==> src/rtl/parking_pkg.sv <==
// Shared types and default sizing for the car park occupancy controller.
// Latency: n/a (types and constants only).
// Backpressure: n/a.
package parking_pkg;

  typedef enum logic [1:0] {
    G_IDLE  = 2'd0,
    G_OPEN  = 2'd1,
    G_CLOSE = 2'd2
  } gate_state_t;

  localparam int DEF_CAP_W    = 8;
  localparam int DEF_CAPACITY = 200;
  localparam int DEF_TIMEOUT  = 1000;
  localparam int DEF_TO_W     = 10;

endpackage

==> src/rtl/parking_gate_fsm.sv <==
// One barrier: IDLE -> OPEN on req&grant, OPEN -> CLOSE on pass or timeout, CLOSE -> IDLE.
// Latency: gate_open/refused are registered, 1 cycle after req; accepted is same-cycle with the pass.
// Backpressure: no grant keeps the FSM in IDLE and pulses refused at most every other cycle.
module parking_gate_fsm
  import parking_pkg::*;
#(
  parameter int TIMEOUT   = DEF_TIMEOUT,
  parameter int TO_W      = DEF_TO_W,
  parameter bit STRAY_ERR = 1'b0
) (
  input  logic clk,
  input  logic rst_n,
  input  logic req_i,
  input  logic grant_i,
  input  logic passed_i,
  output logic gate_open_o,
  output logic accepted_o,
  output logic refused_o,
  output logic in_open_o
);

  localparam logic [TO_W-1:0] TO_LAST = TO_W'(TIMEOUT - 1);
  localparam logic [TO_W-1:0] TO_ONE  = TO_W'(1);

  gate_state_t     state_q, state_d;
  logic [TO_W-1:0] timer_q, timer_d;
  logic            gate_open_q;
  logic            refused_q, refused_d;

  // Next state, timer and refusal pulse; accepted marks a pass that counts this edge.
  always_comb begin
    state_d    = state_q;
    timer_d    = timer_q;
    refused_d  = 1'b0;
    accepted_o = 1'b0;
    case (state_q)
      G_IDLE: begin
        if (req_i) begin
          if (grant_i) begin
            state_d = G_OPEN;
            timer_d = '0;
          end else if (!refused_q) begin
            // Suppressing back-to-back pulses limits a held request to one pulse per 2 cycles.
            refused_d = 1'b1;
          end
        end
      end
      G_OPEN: begin
        timer_d = timer_q + TO_ONE;
        if (passed_i) begin
          state_d    = G_CLOSE;
          accepted_o = 1'b1;
        end else if (timer_q == TO_LAST) begin
          state_d = G_CLOSE;
        end
      end
      G_CLOSE: begin
        state_d = G_IDLE;
      end
      default: begin
        state_d = G_IDLE;
      end
    endcase
    // A pass seen outside OPEN while the grant condition is false is an error on gates that report it.
    if (STRAY_ERR && passed_i && (state_q != G_OPEN) && !grant_i) begin
      refused_d = 1'b1;
    end
  end

  // State, timer and registered outputs.
  always_ff @(posedge clk or negedge rst_n) begin
    if (!rst_n) begin
      state_q     <= G_IDLE;
      timer_q     <= '0;
      gate_open_q <= 1'b0;
      refused_q   <= 1'b0;
    end else begin
      state_q     <= state_d;
      timer_q     <= timer_d;
      gate_open_q <= (state_d == G_OPEN);
      refused_q   <= refused_d;
    end
  end

  assign gate_open_o = gate_open_q;
  assign refused_o   = refused_q;
  // Next-cycle OPEN, so the parent can register a reservation aligned with gate_open.
  assign in_open_o   = (state_d == G_OPEN);

endmodule

==> src/rtl/parking_gate_controller.sv <==
// Car park occupancy: entry/exit gate FSMs, registered occupancy, entry reservation and flags.
// Latency: all outputs registered, 1 cycle after the request/pass that changes them.
// Backpressure: entry refused (entry_denied) when no free space; exit refused (exit_error) when empty.
module parking_gate_controller
  import parking_pkg::*;
#(
  parameter int CAP_W    = DEF_CAP_W,
  parameter int CAPACITY = DEF_CAPACITY,
  parameter int TIMEOUT  = DEF_TIMEOUT,
  parameter int TO_W     = DEF_TO_W
) (
  input  logic             clk,
  input  logic             rst_n,
  input  logic             entry_req,
  input  logic             entry_passed,
  input  logic             exit_req,
  input  logic             exit_passed,
  output logic             entry_gate_open,
  output logic             exit_gate_open,
  output logic             entry_denied,
  output logic             exit_error,
  output logic [CAP_W-1:0] occupied,
  output logic [CAP_W-1:0] free_spaces,
  output logic             full,
  output logic             empty
);

  localparam logic [CAP_W-1:0] CAP_N = CAP_W'(CAPACITY);
  localparam logic [CAP_W-1:0] ONE   = CAP_W'(1);
  localparam logic [CAP_W:0]   CAP_X = (CAP_W + 1)'(CAPACITY);

  logic [CAP_W-1:0] occ_q, occ_d;
  logic [CAP_W-1:0] free_q, free_d;
  logic             full_q, full_d;
  logic             empty_q, empty_d;
  logic [CAP_W:0]   used_x;

  logic entry_grant, exit_grant;
  logic entry_acc, exit_acc;
  logic entry_resv_d;
  logic exit_open_next_unused;

  // Grants only look at registered counts: no same-cycle bypass from a pass.
  assign entry_grant = (free_q != '0);
  assign exit_grant  = (occ_q != '0);

  parking_gate_fsm #(
    .TIMEOUT  (TIMEOUT),
    .TO_W     (TO_W),
    .STRAY_ERR(1'b0)
  ) u_entry (
    .clk        (clk),
    .rst_n      (rst_n),
    .req_i      (entry_req),
    .grant_i    (entry_grant),
    .passed_i   (entry_passed),
    .gate_open_o(entry_gate_open),
    .accepted_o (entry_acc),
    .refused_o  (entry_denied),
    .in_open_o  (entry_resv_d)
  );

  parking_gate_fsm #(
    .TIMEOUT  (TIMEOUT),
    .TO_W     (TO_W),
    .STRAY_ERR(1'b1)
  ) u_exit (
    .clk        (clk),
    .rst_n      (rst_n),
    .req_i      (exit_req),
    .grant_i    (exit_grant),
    .passed_i   (exit_passed),
    .gate_open_o(exit_gate_open),
    .accepted_o (exit_acc),
    .refused_o  (exit_error),
    .in_open_o  (exit_open_next_unused)
  );

  // Next occupancy (clamped to 0..CAPACITY) and free/full/empty derived from it and the reservation.
  always_comb begin
    occ_d = occ_q;
    if (entry_acc && !exit_acc && (occ_q < CAP_N)) begin
      occ_d = occ_q + ONE;
    end else if (exit_acc && !entry_acc && (occ_q != '0)) begin
      occ_d = occ_q - ONE;
    end
    used_x  = {1'b0, occ_d} + (CAP_W + 1)'(entry_resv_d);
    free_d  = (used_x >= CAP_X) ? '0 : CAP_W'(CAP_X - used_x);
    full_d  = (free_d == '0);
    empty_d = (occ_d == '0);
  end

  // Counts and flags update together so they agree in every cycle.
  always_ff @(posedge clk or negedge rst_n) begin
    if (!rst_n) begin
      occ_q   <= '0;
      free_q  <= CAP_N;
      full_q  <= 1'b0;
      empty_q <= 1'b1;
    end else begin
      occ_q   <= occ_d;
      free_q  <= free_d;
      full_q  <= full_d;
      empty_q <= empty_d;
    end
  end

  assign occupied    = occ_q;
  assign free_spaces = free_q;
  assign full        = full_q;
  assign empty       = empty_q;

endmodule

==> config.mk <==
export PLATFORM = sky130hd
export DESIGN_NAME = parking_gate_controller
export DESIGN_NICKNAME = d
export VERILOG_FILES = /design/src/rtl/parking_pkg.sv /design/src/rtl/parking_gate_fsm.sv /design/src/rtl/parking_gate_controller.sv
export SDC_FILE = /design/constraint.sdc
export NUM_CORES = 1
export LEC_CHECK = 0
export ABC_AREA = 1
export ABC_CLOCK_PERIOD_IN_PS = 5900
export BUFFER_PORTS_ARGS = -buffer_cell sky130_fd_sc_hd__buf_4
export CAP_MARGIN = 20
export CORE_AREA = 2 2 80 82
export DETAILED_ROUTE_END_ITERATION = 12
export DIE_AREA = 0 0 82 84
export PLACE_DENSITY = 0.68
export SKIP_LAST_GASP = 1
export SLEW_MARGIN = 10
export SYNTH_ARGS = -nofsm -noshare
export SYNTH_HDL_FRONTEND = slang
export SYNTH_SLANG_ARGS = --single-unit
==> constraint.sdc <==
create_clock -name clk -period 5.9 [get_ports clk]
set_clock_uncertainty 0.15 [all_clocks]
set_input_delay 0.59 -clock clk [delete_from_list [all_inputs] [get_ports clk]]
set_output_delay 0.59 -clock clk [all_outputs]
set_load 0.03 [all_outputs]
==> out/results.txt <==
Worst Reg-to-Reg Cells: 22
Vias: 2,661
Largest delay share family, worst path: simple AND/OR/NAND/NOR gates
R2r endpoint: full
Wirelength per Cell: 12.08 microns
DPL Wire Length: 4742 microns
Peak Freq: 283.6 MHz
Final GP Congestion: 0.8819
Metal1 wirelength: 2913 microns
Synthesized area: 0.002949 sq mm
DIE AREA: 0.006888 sq mm
Worst-path cell chain: inv_1 > ha_1 > nand3_2 > inv_2 > nand2_2 > nand2_4 > nand2_1 > xor2_1 > inv_1 > ha_1 > ha_1 > nand3_1 > nor2_1 > nand2_1 > nand2_1 > nand2_1 > nor2_1 > nor2_2 > nor2_4 > nand3_1 > nand3_1 > nor2_1
Die W: 82 microns
Top sig layer: met4
Average size of a mapped cell: 7.282 sq um
Iteration-0 DRC Markers: 145
First-pass GRT wire length: 11,070 microns
Grt ovf: 0
Worst hold path class: primary input to asynchronous set/reset pin
Fin. max-slew vios: 0
Startpoint types: register
Fin. Hold Viols: 0
Num CTS Buffers: 5
Period utilization: 0.5976
Drt pass-1 iters: 4
Initial Util: 0.4838
Worst slew pin tran: 804.0 ps
Ant diodes: 0
CTS Hold Buffers Added: 0
Total track usage: 0.1996
Max Root-Sink Buffers: 2
Initial antenna violation count: 0
Minimum clock period: 3526 ps
Register area share after synthesis: 0.3920
Peak supply drop: 318.0 uV
CTS sink cnt: 46
Pleak: 1.680 nW
Vias in the first global route: 2,607
Syn Inst Count: 405
CP Data Arrival Time: 3570 ps
Crit-path slowest cell: dfrtp_1
# port buffers: 27
Met3 wire len: 199 microns
Switch share: 0.5167
Critical path type: register to register
Delay of the slowest cell on the worst path: 410 ps
Most used cell, CP: nand2_1
Max-slew headroom: 0.4583
Pwr Density: 519.7 mW/mm^2
Largest net degree at the start of global routing: 47
CP endpoint kind: register
Row Count: 29
WP depth: 22
Nets: 449
Core area: 0.006096 sq mm
Met2 wire length: 3038 microns
Yosys warning total: 0
Detailed Route WL: 6208 microns
Layout area overhead: 12.56%
Net Switching: 0.8914 mW
PnR Total Power: 1.725 mW
Via-to-Cell Ratio: 5.177
Clk slew on worst S/H paths: 90 ps
#FFs+latches synth: 46
Drc violations: 0
RR Startpoint: occupied[0]
Flop pwr share: 0.281
Critical path required time: 5950 ps
Post-CTS setup buffers: 0
# setup viols final: 0
Worst-path maximum fanout: 7
Pint: 0.8337 mW
Buf+Inv Stages, Crit Path: 3
TritonCTS clock tree: done
RSZ-0062 raised after global routing: no
Status: finished clean
Post-DRT Antenna Nets: 0
Clk pwr share: 0.111
Yosys cell types: 33
Setup TNS: 0 ps
CTS root buffer: clkbuf_8
Mapped Nets: 418
Reg2reg setup slack: 2370 ps
Comb pwr share: 0.608
Worst-Skew Late Latency: 300 ps
CTS resizes: 0
MaxCap Viol Count: 0
Io pins: 28
Max H-tree Level: 2
Layout cell share with drive strength beyond 1: 0.1831
Die Y: 84 microns
==> cells in the final DEF, fill, tap and decap left out, types with 4 or more instances in the layout <==
master,count
o32ai_1,4
dfstp_2,4
inv_1,56
nor4_1,5
xor2_1,6
nand2_1,101
o22ai_1,4
nand3_1,28
nand4_1,10
clkbuf_8,5
buf_4,27
nand3_2,4
a21oi_1,16
nor2_1,39
o21ai_0,21
inv_2,9
nor2_4,6
dfrtp_1,42
nor2_2,5
nand2_4,5
ha_1,7
nor3_1,5
nand2_2,8
==> area by class of cell <==
cell class,count,area (sq um)
Clock buffer,6,72.57
Clock inverter,2,13.76
Fill cell,577,2776
Inverter,67,254.0
Multi-Input combinational cell,289,1524
Sequential cell,46,1156
Tap cell,77,96.34
Timing Repair Buffer,27,202.7
==> worst max path at each step <==
stage	end	slack, ps	start
detailed placement	full	2400	occupied[0]
CTS	full	2380	occupied[0]
finish	full	2370	occupied[0]
global route	free_spaces[3]	1970	occupied[0]
global placement	full	2410	occupied[0]
floorplan	full	2670	occupied[0]
==> power groups by stage <==
stage	sequential [mW]	clock (mW)	combinational [mW]
after CTS	0.486	0.194	1.05
after global routing	0.498	0.207	1.20
after floorplan	0.555	0	0.715
after global placement	0.490	0	1.03
after detailed placement	0.491	0	1.05
final	0.485	0.191	1.05
==> logic make-up (layout without fill, tap and decap cells) <==
group,Yosys count,after routing,synth area share
buffers and inverters,70,102,0.09121
AOI/OAI and AO/OA,51,51,0.09716
xor gates and xnor gates,8,8,0.02376
DFF,46,46,0.3920
adders and majority gates,7,7,0.02970
and+or+nand+nor,223,223,0.3661
==> Yosys cell counts <==
cell type | n | area, sq um
o21ai_1 | 3 | 15.01
nand3_2 | 4 | 40.04
o21ai_0 | 21 | 105.1
inv_1 | 56 | 210.2
nor3_2 | 1 | 10.01
nand3_1 | 28 | 140.1
dfrtp_1 | 42 | 1051
nor2_1 | 39 | 146.4
xnor2_1 | 2 | 17.52
ha_1 | 7 | 87.58
clkinv_1 | 1 | 3.750
nor2_2 | 5 | 31.28
inv_2 | 9 | 33.78
o211a_1 | 1 | 10.01
a41oi_1 | 1 | 8.760
nor2_4 | 6 | 67.56
o31ai_1 | 1 | 7.510
nand2_4 | 5 | 56.30
and3_1 | 1 | 6.260
nor3_1 | 5 | 25.02
nor4_1 | 5 | 31.28
or4_1 | 2 | 15.01
or2_2 | 3 | 18.77
o32ai_1 | 4 | 35.03
a21oi_1 | 16 | 80.08
xor2_1 | 6 | 52.55
nand4_1 | 10 | 62.56
o22ai_1 | 4 | 25.02
dfstp_2 | 4 | 105.1
buf_2 | 3 | 15.01
nand2_1 | 101 | 379.1
inv_4 | 1 | 6.260
nand2_2 | 8 | 50.05
==> sequential cells by signal, summed over array words and instances, names as in the netlist <==
name,cells
empty,1
u_entry.timer_q,10
u_exit.timer_q,10
occupied,8
u_entry.state_q,2
u_entry.refused_o,1
u_exit.refused_o,1
full,1
free_spaces,8
u_exit.state_q,2
u_entry.gate_open_o,1
u_exit.gate_open_o,1
==> per-stage QoR <==
stage | instances | hold slack, ps | area, sq um | setup slack (ps) | utilization
3_5_place_dp | 506 | 284.5 | 3233 | 2398 | 0.5304
6_report | 514 | 127.8 | 3319 | 2374 | 0.5445
3_3_place_gp | 506 | 288.7 | 3233 | 2411 | 0.5304
4_1_cts | 514 | 144.1 | 3319 | 2375 | 0.5445
5_1_grt | 514 | 172.8 | 3319 | 1972 | 0.5445
2_1_floorplan | 405 | 144.4 | 2949 | 2665 | -
==> per-layer routing <==
layer,GRT usage,vias to the layer above
met5,0,-
met2,0.3370,40
li1,-,1364
met3,0.03463,7
met1,0.2604,1250
met4,0.05303,0
No activity file was read; power rests on OpenSTA's default activity.
